## src/rtl/hilo_pkg.sv

```systemverilog
// Shared op codes, FSM state constants and the default multiply latency for the
// HI/LO stage and the multiplier. No configuration macros live here.
package hilo_pkg;

  localparam logic [2:0] OP_NOP   = 3'b000;
  localparam logic [2:0] OP_MULTU = 3'b100;
  localparam logic [2:0] OP_MFHI  = 3'b101;
  localparam logic [2:0] OP_MFLO  = 3'b110;
  localparam logic [2:0] OP_CLRHL = 3'b111;

  localparam int HILO_WAIT_CYCLES = 32;

  typedef logic [0:0] hilo_state_t;
  localparam hilo_state_t ST_IDLE  = 1'b0;
  localparam hilo_state_t ST_COUNT = 1'b1;

  function automatic logic is_multu(input logic [2:0] op);
    return (op == OP_MULTU);
  endfunction

endpackage

```

## src/rtl/hilo_seq_ctrl.sv

```systemverilog
// Multiply-timing sequencer: counts consecutive MULTU edges and flags the
// capture edge; any other op code in mid-count aborts the operation.
module hilo_seq_ctrl
  import hilo_pkg::*;
#(
  parameter int WAIT_CYCLES = HILO_WAIT_CYCLES
) (
  input  logic       clk,
  input  logic       rst,
  input  logic [2:0] signal,
  output logic       capture,
  output logic       idle,
  output logic       busy,
  output logic       done
);

  localparam logic [5:0] LAST_CNT = 6'(WAIT_CYCLES - 1);

  hilo_state_t state_r;
  hilo_state_t state_nxt_s;
  logic [5:0]  cnt_r;
  logic [5:0]  cnt_nxt_s;
  logic        capture_s;
  logic        busy_r;
  logic        done_r;

  // Next-state, counter and capture-edge decode
  always_comb begin
    state_nxt_s = state_r;
    cnt_nxt_s   = cnt_r;
    capture_s   = 1'b0;
    case (state_r)
      ST_IDLE: begin
        if (is_multu(signal)) begin
          if (WAIT_CYCLES == 1) begin
            capture_s   = 1'b1;
            cnt_nxt_s   = 6'd0;
            state_nxt_s = ST_IDLE;
          end else begin
            cnt_nxt_s   = 6'd1;
            state_nxt_s = ST_COUNT;
          end
        end else begin
          state_nxt_s = ST_IDLE;
        end
      end
      ST_COUNT: begin
        if (is_multu(signal)) begin
          if (cnt_r == LAST_CNT) begin
            capture_s   = 1'b1;
            cnt_nxt_s   = 6'd0;
            state_nxt_s = ST_IDLE;
          end else begin
            cnt_nxt_s   = cnt_r + 6'd1;
          end
        end else begin
          // abort: HI/LO untouched, no done
          cnt_nxt_s   = 6'd0;
          state_nxt_s = ST_IDLE;
        end
      end
      default: begin
        cnt_nxt_s   = 6'd0;
        state_nxt_s = ST_IDLE;
      end
    endcase
  end

  // State, counter and registered status flags
  always_ff @(posedge clk) begin
    if (!rst) begin
      state_r <= ST_IDLE;
      cnt_r   <= 6'd0;
      busy_r  <= 1'b0;
      done_r  <= 1'b0;
    end else begin
      state_r <= state_nxt_s;
      cnt_r   <= cnt_nxt_s;
      busy_r  <= (state_nxt_s == ST_COUNT);
      done_r  <= capture_s;
    end
  end

  assign capture = capture_s;
  assign idle    = (state_r == ST_IDLE);
  assign busy    = busy_r;
  assign done    = done_r;

endmodule

```

## src/rtl/hilo_unit.sv

```systemverilog
// HI/LO result registers behind the 32x32 multiplier, with MFHI/MFLO read port.
// Define HILO_ACC_EN to make capture accumulate and to enable OP_CLRHL.
module hilo_unit
  import hilo_pkg::*;
#(
  parameter int WAIT_CYCLES = HILO_WAIT_CYCLES
) (
  input  logic        clk,
  input  logic        rst,
  input  logic [2:0]  signal,
  input  logic [63:0] prod,
  output logic [31:0] hi,
  output logic [31:0] lo,
  output logic [31:0] dataOut,
  output logic        busy,
  output logic        done
);

  logic [31:0] hi_r;
  logic [31:0] lo_r;
  logic [31:0] data_r;
  logic [63:0] hilo_nxt_s;
  logic        capture_s;
  logic        idle_s;
  logic        clr_s;

  hilo_seq_ctrl #(
    .WAIT_CYCLES (WAIT_CYCLES)
  ) u_seq (
    .clk     (clk),
    .rst     (rst),
    .signal  (signal),
    .capture (capture_s),
    .idle    (idle_s),
    .busy    (busy),
    .done    (done)
  );

`ifdef HILO_ACC_EN
  assign hilo_nxt_s = {hi_r, lo_r} + prod;
  assign clr_s      = idle_s && (signal == OP_CLRHL);
`else
  assign hilo_nxt_s = prod;
  assign clr_s      = 1'b0;
`endif

  // HI/LO update: capture from the multiplier or clear
  always_ff @(posedge clk) begin
    if (!rst) begin
      hi_r <= 32'd0;
      lo_r <= 32'd0;
    end else if (capture_s) begin
      hi_r <= hilo_nxt_s[63:32];
      lo_r <= hilo_nxt_s[31:0];
    end else if (clr_s) begin
      hi_r <= 32'd0;
      lo_r <= 32'd0;
    end else begin
      hi_r <= hi_r;
      lo_r <= lo_r;
    end
  end

  // Read port: reads only execute while no multiply is counting
  always_ff @(posedge clk) begin
    if (!rst) begin
      data_r <= 32'd0;
    end else if (idle_s) begin
      case (signal)
        OP_MFHI: data_r <= hi_r;
        OP_MFLO: data_r <= lo_r;
        default: data_r <= data_r;
      endcase
    end else begin
      data_r <= data_r;
    end
  end

  assign hi      = hi_r;
  assign lo      = lo_r;
  assign dataOut = data_r;

endmodule

```

## config.mk

```make
export PLATFORM = sky130hd
export DESIGN_NAME = hilo_unit
export DESIGN_NICKNAME = d
export VERILOG_FILES = /design/src/rtl/hilo_pkg.sv /design/src/rtl/hilo_seq_ctrl.sv /design/src/rtl/hilo_unit.sv
export SDC_FILE = /design/constraint.sdc
export NUM_CORES = 1
export LEC_CHECK = 0
export ABC_AREA = 1
export BUFFER_PORTS_ARGS = -buffer_cell sky130_fd_sc_hd__buf_4
export CAP_MARGIN = 25
export CORE_ASPECT_RATIO = 1.1
export CORE_MARGIN = 2
export CORE_UTILIZATION = 40
export DETAILED_ROUTE_END_ITERATION = 7
export PLACE_DENSITY = 0.64
export SYNTH_ARGS = -nofsm -noshare
export SYNTH_HDL_FRONTEND = slang
export SYNTH_HIERARCHICAL = 1
export SYNTH_SLANG_ARGS = --single-unit
```

## constraint.sdc

```tcl
create_clock -name clk -period 2.1 [get_ports clk]
set_clock_uncertainty 0.05 [all_clocks]
set_input_delay 0.21 -clock clk [delete_from_list [all_inputs] [get_ports clk]]
set_output_delay 0.21 -clock clk [all_outputs]
set_load 0.01 [all_outputs]
```

==> flow_metrics.py <==
metrics = {
    "synth": {
        "synth_area_um2": 4467,
        "synth_cells": 651,
        "ys_types": 25,
        "syn_avg_cell_area_um2": 6.861,
        "seq_area_frac_synth_pct": 46.61,
        "yosysTopAreaCell": "dfxtp_1",
        "synth_warnings": 6,
        "yosysTopAreaCellShare_pct": 46.61,
        "ys_ff_latch": 104,
        "synthTopCellsByArea": "dfxtp_1, nor2_1, nand2_1",
        "synth-edff-count": 0,
        "synth_ff_type": "dfxtp_1",
        "synthArstFlopShare_pct": 0,
        "synth_nets": 721,
    },
    "placement": {
        "dp_hpwl_um": 9325,
        "io_buffers": 166,
        "place_congestion": 0.8067,
        "place_inst": 936,
    },
    "clocking": {
        "clock_path_buffers": 2,
        "clock-sinks": 104,
        "clk_latency_ps": 340,
        "cts-root-buf": "clkbuf_16",
        "tritoncts": "yes",
        "holdBufCountCts": 0,
        "cts_made_buffers": 9,
        "postCtsResizedCells": 0,
        "post_cts_buffers": 0,
        "htreeDepth": 3,
        "cts.clk_slew.worst_paths_ps": 70,
    },
    "worst_setup_path": {
        "worst-endpoint-required_ps": 2320,
        "cp-end-kind": "flip-flop",
        "slowest_stage": "dfxtp_1",
        "crit_arrival_ps": 1960,
        "critical-path-max-stage-delay_ps": 380,
        "path_common_cell": "nor2_4",
        "worst-path-max-fanout": 27,
        "critical_path_buf_inv_count": 2,
        "path_cells": "ha_1, nand3_2, nor2_4, inv_2, nor2_4, buf_4, o21ai_0, nor2_1",
        "start_kind": "flip-flop",
        "worstSetupPathType": "flip-flop to flip-flop",
        "cp_top_family": "simple AND/OR/NAND/NOR gates",
    },
    "timing": {
        "slew_violations": 0,
        "rsz0062_at_grt": "no",
        "slew_headroom_pct": 71.93,
        "whs_ps": 37.01,
        "period_minus_slack_ps": 1736,
        "clock.fmax_mhz": 576.0,
        "tightest_slew_ps": 421.1,
        "final.setup.tns_ps": 0,
        "finalSetupViolCount": 0,
        "finalHoldViolCount": 0,
        "timing.final.crit_share_pct": 82.67,
    },
    "floorplan": {
        "die_h_um": 114.8,
        "core-area_um2": 10910,
        "rows": 40,
        "die_area_um2": 12030,
        "fp.dieW_um": 104.8,
        "ios": 167,
        "start_util_pct": 40.94,
    },
    "route": {
        "viasPerCell": 4.883,
        "drt-total-wl_um": 13130,
        "num_vias": 4649,
        "ant_nets": 0,
        "dr.first_iter.drc_count": 190,
        "wl_per_cell_um": 13.80,
        "firstDrtPassIters": 4,
        "drc": 0,
    },
    "run": {
        "maxCapViolCount": 0,
    },
    "cells_and_area": {
        "fin_nets": 870,
        "fillers": 1118,
        "drive_above_1_share_pct": 26.21,
        "final_cell_mix": "nor2_1, buf_4, nand2_1, dfxtp_1, o21ai_0",
        "synthToLayoutAreaGrowth_pct": 35.85,
        "layout_commonest_cell": "nor2_1",
        "diodes": 0,
        "finalCoreUtilization_pct": 55.62,
        "instances_no_fill": 952,
    },
    "power_and_ir_drop": {
        "peakVddDrop_v": 0.0004957,
        "swShare_pct": 24.00,
        "p_total_w": 0.004046,
        "share_seq_of_total_power_pct": 50.4,
        "clock_power_share_pct": 39.4,
        "cellPowerDensity_nw_per_um2": 666.7,
        "internal_power_w": 0.003075,
        "p_comb_share_pct": 10.2,
        "p_sw_w": 0.0009710,
        "p_leak_nw": 3.161,
    },
    "min_path": {
        "hold_class": "primary input to flip-flop",
    },
    "run_status": {
        "outcome": "completed",
    },
    "global_route": {
        "grt_max_degree": 47,
        "grt_pass1_wl_um": 21390,
        "antenna_found_initial": 0,
        "grt_usage_pct": 21.95,
        "overflow": 0,
        "grt_pass1_vias": 4372,
    },
}
power groups by stage:
stage / logic, W / registers (W) / clock network [W]
floorplan: 0.000189 / 0.00210 / 0
detailed placement: 0.000415 / 0.00209 / 0
global placement: 0.000410 / 0.00208 / 0
finish: 0.000412 / 0.00204 / 0.00159
CTS: 0.000417 / 0.00204 / 0.00163
global route: 0.000460 / 0.00205 / 0.00173
final cells by class:
type                    count  area [µm²]  share of cell area [%]
well taps                 147       183.9                   3.031
multi-input cells         462        1989                   32.78
clock inverters             5       31.28                  0.5155
flip-flops and latches    104        2082                   34.31
repair buffers            181        1371                   22.60
clock buffers              11       252.7                   4.165
inverters                  42       157.7                   2.598
sequential cells by signal, summed over array words and instances, names as in the netlist:
name and flops:
u_seq/done 1, hi 32, lo 32, u_seq/busy 1, u_seq/cnt_r 6, dataOut 32
tightest hold or removal path, stage by stage:
cell and delay, ps:
buf_4 70, nor2_1 30, nor2_1 80
Yosys cell counts (2+ instances only):
library cell and n:
a21oi_1 5, buf_2 24, buf_6 7, clkbuf_1 11, dfxtp_1 104, inv_1 37, inv_2 5, nand2_1 145
nand3_1 2, nand3_2 3, nand4_1 32, nor2_1 195, nor2_4 2, nor3_1 2, o21ai_0 67
per-stage QoR:
step / area, µm² / setup slack, ps
after floorplan: 4467 / 454.3
after global routing: 6068 / 173.4
after global placement: 5784 / 458.8
final: 6068 / 364.0
after detailed placement: 5784 / 372.8
after CTS: 6068 / 358.7
path summary, 6_finish.rpt:
kind,from,to,slack [ps],cells past startpoint
setup / recovery,u_seq/cnt_r[0],hi[2],360,8
hold / removal,prod[19],lo[19],40,3
setup reg to reg,u_seq/cnt_r[0],hi[2],360,8
hold reg to reg,u_seq/cnt_r[5],u_seq/cnt_r[5],440,2
logic make-up after synthesis:
kind of cell / share of synthesized area, %
compound gates: 8.683
buf+inv: 9.020
fa+ha+maj: 0.2801
xor+xnor: 0.1961
flops: 46.61
simple gates: 35.21
metal layers:
metal  wire (µm)  track usage [%]
met5           0                0
met4         106            7.733
met2        6217            36.71
met1        5758            27.91
met3        1052            5.215
(Power assumes the default switching activity.)
